File: src/rtl/bird_pkg.sv
// Shared types and constants for the bird vertical-motion controller.
// The widths follow the fixed-point layout: 10 integer pixel bits plus FRAC_BITS fraction.
package bird_pkg;

    typedef enum logic [1:0] {
        IDLE  = 2'd0,
        FLY   = 2'd1,
        DYING = 2'd2,
        DEAD  = 2'd3
    } bird_state_t;

    localparam int PIX_W         = 10;
    localparam int FRAC_BITS_DEF = 4;
    localparam int VEL_OUT_W_DEF = PIX_W + FRAC_BITS_DEF;
    localparam int FIX_W_DEF     = PIX_W + FRAC_BITS_DEF + 1;

    localparam logic [7:0] KEY_W_CODE      = 8'h1A;
    localparam logic [7:0] KEY_W_MECH_CODE = 8'hCC;

    // One spare sign bit above the pixel range keeps pos+vel from wrapping before the clamp.
    function automatic int fix_width(input int frac_bits);
        return PIX_W + frac_bits + 1;
    endfunction

endpackage

File: src/rtl/key_edge_det.sv
// Turns a level keycode into a one-frame flap request on the first frame either flap code is seen.
// History only advances while enabled, so a pause freezes the edge detector as well.
module key_edge_det
    import bird_pkg::*;
#(
    parameter logic [7:0] CODE_A = KEY_W_CODE,
    parameter logic [7:0] CODE_B = KEY_W_MECH_CODE
) (
    input  logic       i_clk,
    input  logic       i_rst,
    input  logic       i_en,
    input  logic [7:0] i_key,
    output logic       o_edge
);

    logic w_match;
    logic r_prev_match;

    assign w_match = (i_key == CODE_A) || (i_key == CODE_B);

    always_ff @(posedge i_clk or posedge i_rst) begin
        if (i_rst) begin
            r_prev_match <= 1'b0;
        end else if (i_en) begin
            r_prev_match <= w_match;
        end
    end

    assign o_edge = i_en && w_match && !r_prev_match;

endmodule

File: src/rtl/bird_motion_ctrl.sv
// Vertical motion and game-life FSM for the player sprite: signed fixed-point integrator,
// ceiling/floor clamping, one flap per key press, and IDLE/FLY/DYING/DEAD sequencing.
module bird_motion_ctrl
    import bird_pkg::*;
#(
    parameter int         X_START   = 100,
    parameter int         Y_START   = 240,
    parameter int         Y_MIN     = 0,
    parameter int         Y_MAX     = 479,
    parameter int         BIRD_W    = 86,
    parameter int         BIRD_H    = 26,
    parameter int         FRAC_BITS = FRAC_BITS_DEF,
    parameter int         GRAVITY   = 8,
    parameter int         JUMP_VEL  = -96,
    parameter int         VMAX_DOWN = 128,
    parameter logic [7:0] KEY_A     = KEY_W_CODE,
    parameter logic [7:0] KEY_B     = KEY_W_MECH_CODE
) (
    input  logic                               frame_clk,
    input  logic                               Reset,
    input  logic                               rdy,
    input  logic [7:0]                         key,
    input  logic                               collide,
    output logic [9:0]                         BirdX,
    output logic [9:0]                         BirdY,
    output logic [9:0]                         BirdW,
    output logic [9:0]                         BirdH,
    output logic signed [PIX_W+FRAC_BITS-1:0]  vel_y,
    output bird_state_t                        state,
    output logic                               flap_pulse,
    output logic                               gameover
);

    localparam int FIX_W = fix_width(FRAC_BITS);
    localparam int VEL_W = PIX_W + FRAC_BITS;
    localparam int ONE_PX = 2 ** FRAC_BITS;

    localparam logic signed [FIX_W-1:0] C_POS_START = FIX_W'(Y_START * ONE_PX);
    localparam logic signed [FIX_W-1:0] C_POS_CEIL  = FIX_W'(Y_MIN * ONE_PX);
    localparam logic signed [FIX_W-1:0] C_POS_FLOOR = FIX_W'((Y_MAX - BIRD_H) * ONE_PX);
    localparam logic signed [FIX_W-1:0] C_GRAVITY   = FIX_W'(GRAVITY);
    localparam logic signed [FIX_W-1:0] C_JUMP_VEL  = FIX_W'(JUMP_VEL);
    localparam logic signed [FIX_W-1:0] C_VMAX_DOWN = FIX_W'(VMAX_DOWN);

    bird_state_t             r_state;
    logic signed [FIX_W-1:0] r_pos;
    logic signed [FIX_W-1:0] r_vel;
    logic                    r_flap_pulse;
    logic                    r_gameover;

    bird_state_t             w_state_nxt;
    logic signed [FIX_W-1:0] w_pos_nxt;
    logic signed [FIX_W-1:0] w_vel_nxt;
    logic                    w_flap_nxt;
    logic                    w_gameover_nxt;

    logic                    w_flap_edge;
    logic signed [FIX_W-1:0] w_pos_sum;
    logic signed [FIX_W-1:0] w_vel_grav;
    logic signed [FIX_W-1:0] w_vel_fall;
    logic                    w_floor_hit;
    logic                    w_ceil_hit;
    logic                    w_unused;

    key_edge_det #(
        .CODE_A (KEY_A),
        .CODE_B (KEY_B)
    ) u_key_edge_det (
        .i_clk  (frame_clk),
        .i_rst  (Reset),
        .i_en   (rdy),
        .i_key  (key),
        .o_edge (w_flap_edge)
    );

    // Position integrates the registered velocity, so it trails a velocity change by one frame.
    assign w_pos_sum   = r_pos + r_vel;
    assign w_vel_grav  = r_vel + C_GRAVITY;
    assign w_vel_fall  = (w_vel_grav > C_VMAX_DOWN) ? C_VMAX_DOWN : w_vel_grav;
    assign w_floor_hit = (w_pos_sum >= C_POS_FLOOR);
    assign w_ceil_hit  = (w_pos_sum < C_POS_CEIL);

    // rdy is a hold-enable rather than a handshake: while low every register keeps its value
    // and only the flap strobe is forced low.
    always_comb begin
        w_state_nxt    = r_state;
        w_pos_nxt      = r_pos;
        w_vel_nxt      = r_vel;
        w_flap_nxt     = 1'b0;
        w_gameover_nxt = r_gameover;

        if (rdy) begin
            unique case (r_state)
                IDLE: begin
                    w_pos_nxt = C_POS_START;
                    w_vel_nxt = '0;
                    if (w_flap_edge) begin
                        w_state_nxt = FLY;
                        w_vel_nxt   = C_JUMP_VEL;
                        w_flap_nxt  = 1'b1;
                    end
                end

                FLY, DYING: begin
                    w_pos_nxt = w_pos_sum;
                    if ((r_state == FLY) && w_flap_edge && !collide) begin
                        w_vel_nxt  = C_JUMP_VEL;
                        w_flap_nxt = 1'b1;
                    end else begin
                        w_vel_nxt = w_vel_fall;
                    end

                    if ((r_state == FLY) && collide) begin
                        w_state_nxt = DYING;
                    end

                    // Floor contact wins over a flap or a collision in the same frame.
                    if (w_floor_hit) begin
                        w_pos_nxt      = C_POS_FLOOR;
                        w_vel_nxt      = '0;
                        w_state_nxt    = DEAD;
                        w_flap_nxt     = 1'b0;
                        w_gameover_nxt = 1'b1;
                    end else if (w_ceil_hit) begin
                        w_pos_nxt = C_POS_CEIL;
                        w_vel_nxt = '0;
                    end
                end

                DEAD: begin
                    w_gameover_nxt = 1'b1;
                end

                default: begin
                    w_state_nxt = IDLE;
                end
            endcase
        end
    end

    always_ff @(posedge frame_clk or posedge Reset) begin
        if (Reset) begin
            r_state      <= IDLE;
            r_pos        <= C_POS_START;
            r_vel        <= '0;
            r_flap_pulse <= 1'b0;
            r_gameover   <= 1'b0;
        end else begin
            r_state      <= w_state_nxt;
            r_pos        <= w_pos_nxt;
            r_vel        <= w_vel_nxt;
            r_flap_pulse <= w_flap_nxt;
            r_gameover   <= w_gameover_nxt;
        end
    end

    // After clamping r_pos is never negative, so the pixel slice needs no sign handling.
    assign BirdX      = 10'(X_START);
    assign BirdY      = r_pos[FRAC_BITS +: PIX_W];
    assign BirdW      = 10'(BIRD_W);
    assign BirdH      = 10'(BIRD_H);
    assign vel_y      = r_vel[VEL_W-1:0];
    assign state      = r_state;
    assign flap_pulse = r_flap_pulse;
    assign gameover   = r_gameover;

    assign w_unused = ^{r_pos[FIX_W-1], r_pos[FRAC_BITS-1:0], r_vel[FIX_W-1]};

endmodule

File: config.mk
export PLATFORM = sky130hd
export DESIGN_NAME = bird_motion_ctrl
export DESIGN_NICKNAME = d
export VERILOG_FILES = /design/src/rtl/bird_pkg.sv /design/src/rtl/key_edge_det.sv /design/src/rtl/bird_motion_ctrl.sv
export SDC_FILE = /design/constraint.sdc
export NUM_CORES = 1
export LEC_CHECK = 0
export BUFFER_PORTS_ARGS = -buffer_cell sky130_fd_sc_hd__buf_2
export CELL_PAD_IN_SITES_DETAIL_PLACEMENT = 2
export CELL_PAD_IN_SITES_GLOBAL_PLACEMENT = 2
export CORE_UTILIZATION = 34
export CTS_CLUSTER_DIAMETER = 80
export DETAILED_ROUTE_END_ITERATION = 12
export GPL_TIMING_DRIVEN = 0
export PLACE_DENSITY_LB_ADDON = 0.15
export SLEW_MARGIN = 0
export SYNTH_ARGS = -nofsm -noshare
export SYNTH_HDL_FRONTEND = slang
export SYNTH_SLANG_ARGS = --single-unit
File: constraint.sdc
create_clock -name frame_clk -period 5.2 [get_ports frame_clk]
set_input_delay 1.04 -clock frame_clk [delete_from_list [all_inputs] [get_ports frame_clk]]
set_output_delay 1.04 -clock frame_clk [all_outputs]
set_load 0.02 [all_outputs]
# [Word level (Yosys, flattened, before mapping)]
# Index checks and enable logic that the tools add are counted.
[word_totals] regBits=35 latch_bits=0 mem_bits_rw=0 romBits=0 output_inout_bits=58 wordCells=54 n_memories=0
[classes] addsub=2 multipliers=0 div_mod_pow=0 order_cmp=3 n_eq_ne=8 shifts=0 mux=20 bitwise=0 n_reduce_logical=15
[op_table] operator="$mux W15" count=7
[op_table] operator="$pmux W15 S2" count=2
[op_table] operator="$add A15 B15 Y15" count=1
[op_table] operator="$add A15 B5 Y15 const B" count=1
[op_table] operator="$ge A15 B14 Y1 const B" count=1
[op_table] operator="$gt A15 B9 Y1 const B" count=1
[op_table] operator="$lt A15 B1 Y1 const B" count=1
[op_table] operator="$eq A8 B5 Y1 const B" count=1
[op_table] operator="$eq A8 B8 Y1 const B" count=1
[op_table] operator="$mux W2" count=3
[op_table] operator="$logic_and A1 B1 Y1" count=5
[op_table] operator="$mux W1" count=5
[op_table] operator="$eq A2 B2 Y1 const B" count=2
[op_table] operator="$ne A2 B2 Y1 const B" count=2
[op_table] operator="$pmux W1 S2" count=2
[op_table] operator="$pmux W2 S2" count=1
[op_table] operator="$reduce_and A4 Y1" count=1
[op_table] operator="$reduce_bool A2 Y1" count=2
[op_table] operator="$ne A3 B3 Y1 const B" count=1
[op_table] operator="$reduce_and A3 Y1" count=1
[op_table] operator="$eq A2 B1 Y1 const B" count=1
[op_table] operator="$logic_not A1 Y1" count=2
[op_table] operator="$logic_not A2 Y1" count=1
[op_table] operator="$reduce_and A2 Y1" count=1
[op_table] operator="other kinds (2)" count=2

# [Depth between registers and ports, before layout]
# Gate-level depths: netlist of run 1.
[logic_depth] depth_word=10 depth_mapped=10

# [Hierarchy]
# A second synthesis of run 1 with hierarchy kept.
[hier_totals] cells_unflattened=330 area_unflattened_um2=2795.2
[modules_own_cells] mod="bird_motion_ctrl" instances=1 cells_each=321 area_each_um2=2687.6 seq_area_each_um2=680.7
[modules_own_cells] mod="key_edge_det" instances=1 cells_each=9 area_each_um2=107.6 seq_area_each_um2=25.0

# [Least setup slack after synthesis of run 1]
# Ideal clock, no wire load.
[synth_timing] kind="input to register" from="input key[0]" to="register r_vel[12]" t_arrival_ns=2.639 slack_ns=2.455 stages=6 path_buffers=1 cell_sequence="or3b_2 nor3_2 a21o_1 buf_1 nor2_1 a2111oi_4"
[synth_via] elab_chain_len=10
[synth_lines] item="from (decl)" line="bird_motion_ctrl.sv:22" source="input logic [7:0] key,"
[synth_lines] item="$eq A8 B5 Y1 / $eq A8 B8 Y1 (equally long branches)" line="key_edge_det.sv:19" source="assign w_match = (i_key == CODE_A) || (i_key == CODE_B);"
[synth_lines] item="$logic_or A1 B1 Y1 *" line="key_edge_det.sv:19"
[synth_lines] item="$logic_and A1 B1 Y1 * (2 in series)" line="key_edge_det.sv:29" source="assign o_edge = i_en && w_match && !r_prev_match;"
[synth_lines] item="$logic_and A1 B1 Y1 (2 in series)" line="bird_motion_ctrl.sv:106" source="if ((r_state == FLY) && w_flap_edge && !collide) begin"
[synth_lines] item="$mux W15" line="bird_motion_ctrl.sv:106"
[synth_lines] item="$mux W15" line="bird_motion_ctrl.sv:124" source="end else if (w_ceil_hit) begin"
[synth_lines] item="$mux W15" line="bird_motion_ctrl.sv:118" source="if (w_floor_hit) begin"
[synth_lines] item="$pmux W15 S2 *" line="bird_motion_ctrl.sv:93" source="unique case (r_state)"
[synth_lines] item="to (signal assigned)" line="bird_motion_ctrl.sv:151" source="r_vel <= w_vel_nxt;"
[synth_lines] item="to (decl)" line="bird_motion_ctrl.sv:47" source="logic signed [FIX_W-1:0] r_vel;"
# Every way passes the cells marked *; elsewhere a longest branch is shown, timed or not.
# A chain may end at the register's enable or synchronous reset.

# [Worst setup path after layout of run 1]
[layout_timing] from="register r_vel[12]" to="register r_vel[12]"
[layout_via] elab_chain_len=7
[layout_lines] item="$add A15 B5 Y15" line="bird_motion_ctrl.sv:78" source="assign w_vel_grav = r_vel + C_GRAVITY;"
[layout_lines] item="$gt A15 B9 Y1" line="bird_motion_ctrl.sv:79" source="assign w_vel_fall = (w_vel_grav > C_VMAX_DOWN) ? C_VMAX_DOWN : w_vel_grav;"
[layout_lines] item="$mux W15" line="bird_motion_ctrl.sv:79"
[layout_lines] item="$mux W15" line="bird_motion_ctrl.sv:106"
[layout_lines] item="$mux W15" line="bird_motion_ctrl.sv:124"
[layout_lines] item="$mux W15 *" line="bird_motion_ctrl.sv:118"
[layout_lines] item="$pmux W15 S2 *" line="bird_motion_ctrl.sv:93"
# Marks and branches as above.

==> results of run 1 <==
[flip-flops by register name, indices dropped and copies added, names as in the netlist]
name and cells:
flap_pulse 1, u_key_edge_det.r_prev_match 1, gameover 1, r_vel 12, r_pos 11, state 2
[worst max-delay path, stage by stage (launching register included)]
cell and delay, ps:
dfrtp_1 530, ha_1 480, and3_1 290, o2111ai_1 220, or4b_1 570, and4_4 240
o311ai_4 130, and3_1 240, buf_6 180, a2111oi_4 60
[cell usage after synthesis (6+ instances only)]
library cell   n  area [sq um]
a21o_1         6         45.04
dfrtp_1       24         600.6
nor2b_1        6         37.54
o21ai_0       13         65.06
clkbuf_1       9         33.78
buf_4         54         405.4
nand2_1       17         63.81
and2_1         8         50.05
a31oi_1        6         37.54
xnor2_1        6         52.55
inv_1          9         33.78
ha_1          15         187.7
nand3_1       15         75.07
a21oi_1       19         95.09
nor2_1        20         75.07
[metal layers]
layer | GRT usage [%] | routed length, um | vias up
met5 | 0 | 0 | -
met4 | 3.333 | 72 | 0
met3 | 2.184 | 274 | 8
met2 | 35.10 | 4124 | 62
met1 | 26.16 | 3939 | 1316
li1 | - | - | 1268
[per-stage QoR]
step | util, % | area (sq um) | setup WS [ps]
detailed placement | 40.24 | 3289 | 2054
global route | 41.11 | 3361 | 1964
CTS | 41.11 | 3361 | 2156
floorplan | - | 2983 | 2455
global placement | 40.24 | 3289 | 2101
finish | 41.11 | 3361 | 2136
[area by class of cell]
| cell class | instances | area share [%] |
|---|---|---|
| clock inverter | 1 | 0.8935 |
| inverter | 9 | 1.005 |
| timing repair buffer | 35 | 5.212 |
| clock buffer | 3 | 1.229 |
| sequential | 28 | 21.00 |
| tap | 105 | 3.909 |
| multi-input combinational | 262 | 53.09 |
| buffer | 66 | 13.66 |
[logic make-up (layout without fill, tap and decap cells)]
logic type	count (synthesis)	in the layout	synth area share, %
AO/OA/AOI/OAI	95	95	25.45
XOR/XNOR	12	12	3.928
adder cells (fa/ha/maj)	15	15	6.547
buffers and inverters	75	114	17.20
flip-flops	28	28	24.62
multiplexers	3	3	1.091
other	2	33	0.2620
AND/OR/NAND/NOR	104	104	20.91
[power by group through the flow]
stage	clock (uW)	combinational, uW	sequential, uW
after detailed placement	0	759	336
after global placement	0	735	333
after global routing	193	832	339
final	183	763	329
after floorplan	0	580	321
after CTS	188	766	332
[how the worst max path moves through the flow]
stage	from	endpoint	slack, ps
after global placement	key[0]	r_vel[12]	2100
after floorplan	key[0]	r_vel[12]	2450
after CTS	r_vel[12]	r_vel[12]	2160
final	r_vel[12]	r_vel[12]	2140
after detailed placement	key[2]	r_vel[12]	2050
after global routing	r_vel[12]	r_vel[12]	1960
==> metrics.yaml, run 1 <==
status: "finished, final reports clean"
die_width_um: 93.82
hold_ws_ps: 514.0
ys.flop_type: "dfrtp_1"
multiInputGateArea_sq_um: 1784
num-nets-final: 432
relSlewSlack_pct: 22.39
skew_ps: 10.43
clockRootBuffer: "clkbuf_8"
die_h_um: 93.82
ys_seq_area_share_pct: 24.62
drt_wl_total_um: 8410
rsz0062_at_grt: "no"
drt-initial-drc-count: 70
clock-sinks: 28
cts_resized: 0
synth_edf_count: 0
syn_inst: 334
gp_routability_congestion: 0.7714
holdPathEnd: "r_pos[3]"
reg2reg_from: "r_vel[12]"
max_freq_mhz: 326.4
syn-mean-instance-area_sq_um: 8.582
dp_hpwl_um: 6538
drc: 0
overflow: 0
path_class: "reg -> reg"
synth_cell_type_count: 74
vdd_drop_max_v: 0.0001683
track_usage_pct: 19.84
most-common-layout-cells: "buf_4 (54), buf_2 (36), conb_1 (33), dfrtp_1 (24), nor2_1 (20)"
grt_pass1_vias: 2681
cts_max_level: 1
wl_per_cell_um: 16.52
synth_area_sq_um: 2866
hold_path_class: "reg -> reg"
postCtsSetupBuffers: 0
rows: 33
min_period_ps: 3064
hp-start: "r_pos[3]"
hold_viol: 0
dr.pass1.iters: 4
antenna_found_initial: 0
area_growth_pct: 17.24
synth-seq-cells: 28
yosysWarnings: 0
vias: 2654
num_io_pins: 70
p_sw_share_pct: 46.25
power.share.sequential_pct: 25.8
vias_per_cell: 5.214
core-area_sq_um: 8175
ant_nets: 0
hold_buffers: 0
seqCellArea_sq_um: 705.7
dp_cells: 505
p_int_uw: 685.8
fin_setup_tns_ps: 0
cts_buffers: 3
drive_above_1_share_pct: 30.45
leakagePower_uw: 0.001584
powerDensity_nw_per_um2: 379.7
arrival_ps: 3220
grt_pass1_wl_um: 13700
reg2reg_slack_ps: 2140
p_total_uw: 1276
cp-start-kind: "flip-flop"
numPortBuffers: 35
r2r-end: "r_vel[12]"
nFillCells: 971
final_common_cell: "buf_4"
critPathCaptureType: "flip-flop"
crit_fanout: 9
drv_slew: 0
p_comb_share_pct: 59.8
required_ps: 5360
pwr-share-clk_pct: 14.4
start_util_pct: 35.06
clockBufferDepth: 2
post-route-period-util_pct: 58.93
cap_violations: 0
clk_pin_slew_ps: 100
tightest_slew_ps: 1163
grt_max_degree: 29
cts_tree: "built"
p_sw_uw: 590.1
hold-path-cell-count: 2
fin_cells: 509
die_area_sq_um: 8802
clock_latency_ps: 290
setup_viol: 0
antenna_cells: 0
synthArstFlopShare_pct: 100.0
ff2ff_path_depth: 9
(Power assumes the default switching activity.)
==> run 2: changes to the inputs <==
--- a/config.mk
+++ b/config.mk
@@ -5,10 +5,11 @@
 export SDC_FILE = /design/constraint.sdc
 export NUM_CORES = 1
 export LEC_CHECK = 0
+export ABC_AREA = 1
 export BUFFER_PORTS_ARGS = -buffer_cell sky130_fd_sc_hd__buf_2
 export CELL_PAD_IN_SITES_DETAIL_PLACEMENT = 2
 export CELL_PAD_IN_SITES_GLOBAL_PLACEMENT = 2
-export CORE_UTILIZATION = 34
+export CORE_UTILIZATION = 26
 export CTS_CLUSTER_DIAMETER = 80
 export DETAILED_ROUTE_END_ITERATION = 12
 export GPL_TIMING_DRIVEN = 0
==> constraint.sdc (replaced) <==
create_clock -name frame_clk -period 2.72 [get_ports frame_clk]
set_input_delay 0.544 -clock frame_clk [delete_from_list [all_inputs] [get_ports frame_clk]]
set_output_delay 0.544 -clock frame_clk [all_outputs]
set_load 0.02 [all_outputs]
==> run 2 against run 1 <==
Net effect: global-route usage is 3.5 points lower; largest cell class unchanged; register-to-register slack got worse by 1900 ps; utilization fell by 8.7 points; highest routed layer unchanged; clock power grew 52%; wire length rose by 1.3%.
==> metrics.yaml, run 2 <==
status: "finished, final reports clean"
synthArstFlopShare_pct: 100.0  # unchanged
clk_pin_slew_ps: 110  # about the same
path_class: "reg -> reg"
crit_chain: "ha_1 -> nand2_1 -> nor2_1 -> nand3_1 -> nand2_1 -> nand2_1 -> nand2_2 -> xor2_4 -> nand4_2 -> inv_1 -> nand3_1 -> nand2_1"
cts_resized: 0  # unchanged
die_h_um: 104.9  # +12%
syn_inst: 412  # +23%
crit_fanout: 8  # -1
leakagePower_uw: 0.001871  # +18%
path_depth: 12  # +3
yosysWarnings: 0  # unchanged
rows: 37  # +12%
reg2reg_slack_ps: 250  # -1890 ps
top_register: "r_vel"
cap_violations: 0  # unchanged
largest_reg_flops: 12  # unchanged
dp_hpwl_um: 7008  # +7.2%
path_common_cell: "nand2_1"
worst-path-buf-inv: 1  # unchanged
grt_pass1_wl_um: 14290  # +4.3%
numPortBuffers: 36  # +2.9%
final_util_pct: 32.38  # -8.7 points
min_period_ps: 2471  # -593.5 ps
grt_pass1_vias: 2842  # +6.0%
antenna_found_initial: 0  # unchanged
relSlewSlack_pct: 60.02  # +38 points
gp_routability_congestion: 0.7809  # +1.2%
vias_per_cell: 4.337  # -17%
cts_buffers: 3  # unchanged
num_io_pins: 70  # unchanged
drt-initial-drc-count: 78  # +11%
arrival_ps: 2700  # -520 ps
skew_ps: 4.447  # -5.985 ps
vdd_drop_max_v: 0.0004108  # +140%
hold_viol: 0  # unchanged
synth_cell_type_count: 37  # -50%
rsz0062_at_grt: "yes"
max_stage_delay_ps: 490  # -80 ps
synth-seq-cells: 28  # unchanged
antenna_cells: 0  # unchanged
hold_path_class: "in -> async"
fin_cells: 620  # +22%
drv_slew: 0  # unchanged
reg2reg_from: "r_vel[8]"
final_common_cell: "nand2_1"
dr.pass1.iters: 4  # unchanged
ys_seq_area_share_pct: 25.62  # +1.0 points
ff2ff_path_depth: 12  # +3
clock-sinks: 28  # unchanged
track_usage_pct: 16.29  # -3.5 points
nFillCells: 1315  # +35%
post-route-period-util_pct: 90.83  # +32 points
most-common-layout-cells: "nand2_1 (103), buf_4 (54), inv_1 (53), nor2_1 (42), buf_2 (37)"
synth_area_leaders: "dfrtp_1 (22%), buf_4 (15%), nand2_1 (14%), inv_1 (7.2%), ha_1 (6.8%)"
grt_max_degree: 29  # unchanged
synth_area_sq_um: 2754  # -3.9%
ant_nets: 0  # unchanged
syn-mean-instance-area_sq_um: 6.684  # -22%
powerDensity_nw_per_um2: 990.7  # +160%
clockBufferDepth: 2  # unchanged
synth.top_cell.area_share_pct: 21.81  # +0.86 points
die_area_sq_um: 11010  # +25%
tightest_slew_ps: 599.7  # -563.1 ps
hold_buffers: 0  # unchanged
synthTopCellsByCount: "nand2_1 (103), buf_4 (54), inv_1 (53)"
required_ps: 2950  # -2410 ps
p_total_uw: 3297  # +160%
dp_cells: 615  # +22%
wl_per_cell_um: 13.75  # -17%
clock_latency_ps: 280  # about the same
drive_above_1_share_pct: 26.24  # -4.2 points
start_util_pct: 26.80  # -8.3 points
cts_max_level: 1  # unchanged
fin_setup_tns_ps: 0  # unchanged
synth_edf_count: 0  # unchanged
num-nets-final: 512  # +19%
cp-start-kind: "flip-flop"
drt_wl_total_um: 8522  # +1.3%
synthMostInstantiatedCell: "nand2_1"
ys.flop_type: "dfrtp_1"
vias: 2689  # +1.3%
synth.largest_area_cell: "dfrtp_1"
postCtsSetupBuffers: 0  # unchanged
overflow: 0  # unchanged
area_growth_pct: 20.85
r2r-end: "r_vel[4]"
cts_tree: "built"
critPathCaptureType: "flip-flop"
cpLargestDelayFamily: "simple AND/OR/NAND/NOR gates"
die_width_um: 104.9  # +12%
core-area_sq_um: 10280  # +26%
drc: 0  # unchanged
setup_viol: 0  # unchanged
clockRootBuffer: "clkbuf_8"
max_freq_mhz: 404.7  # +24%
slowest_stage: "dfrtp_2"
-- run 2: power breakdown --
| part | switching [uW] | internal [uW] | total [uW] | leakage, uW |
|---|---|---|---|---|
| logic | 1430 | 818 | 2250 | 0.00150 |
| clock network | 148 | 130 | 279 | 0.0000288 |
| registers | 210 | 558 | 768 | 0.000345 |
| total | 1790 | 1510 | 3300 | 0.00187 |
-- run 2: metrics by stage --
step	instance area [sq um]	hold slack [ps]	worst slack, ps
2_1_floorplan	2870	457.0	636.6
3_3_place_gp	3221	448.5	165.7
3_5_place_dp	3221	485.7	117.9
4_1_cts	3276	478.9	103.4
5_1_grt	3328	290.2	-14.83
6_report	3328	268.8	249.3
-- run 2: worst reg2reg max path, cell delays in order (launching register included) --
cell and delay (ps):
dfrtp_2 490, ha_1 390, nand2_1 120, nor2_1 110, nand3_1 130, nand2_1 110
nand2_1 60, nand2_2 120, xor2_4 240, nand4_2 280, inv_1 190, nand3_1 100
nand2_1 80
-- run 2: worst max path at each step --
stage	slack, ps	end	from
after global routing	-10	r_vel[4]	r_vel[7]
after CTS	100	state[0]	r_vel[8]
after global placement	170	state[1]	r_vel[9]
after floorplan	640	state[0]	r_pos[9]
final	250	r_vel[4]	r_vel[8]
after detailed placement	120	state[0]	r_vel[8]
-- run 2: layout make-up --
class	count	area (sq um)	area share, %
Multi-Input combinational cell	303	1559	46.84
Sequential cell	28	711.9	21.39
Clock buffer	4	55.05	1.654
Inverter	54	202.7	6.090
Buffer	58	421.7	12.67
Tap cell	136	170.2	5.113
Timing Repair Buffer	37	207.7	6.241
-- run 2: cells by family (layout without fill, tap and decap cells) --
logic type / count (synthesis) / in the layout / synth area share, %
xor gates and xnor gates: 7 / 7 / 2.908
and+or+nand+nor: 208 / 208 / 33.76
adders and majority gates: 15 / 15 / 6.815
AOI/OAI and AO/OA: 40 / 40 / 7.951
DFF: 28 / 28 / 25.62
other: 2 / 33 / 0.2727
buffers and inverters: 112 / 153 / 22.67
-- run 2: per-layer routing --
layer / share of wire [%] / GRT usage (%) / wire length (um)
met3: 3.0 / 2.059 / 253
met5: 0 / 0 / 0
met2: 50 / 29.61 / 4222
met4: 0.80 / 2.515 / 68
met1: 47 / 20.80 / 3977
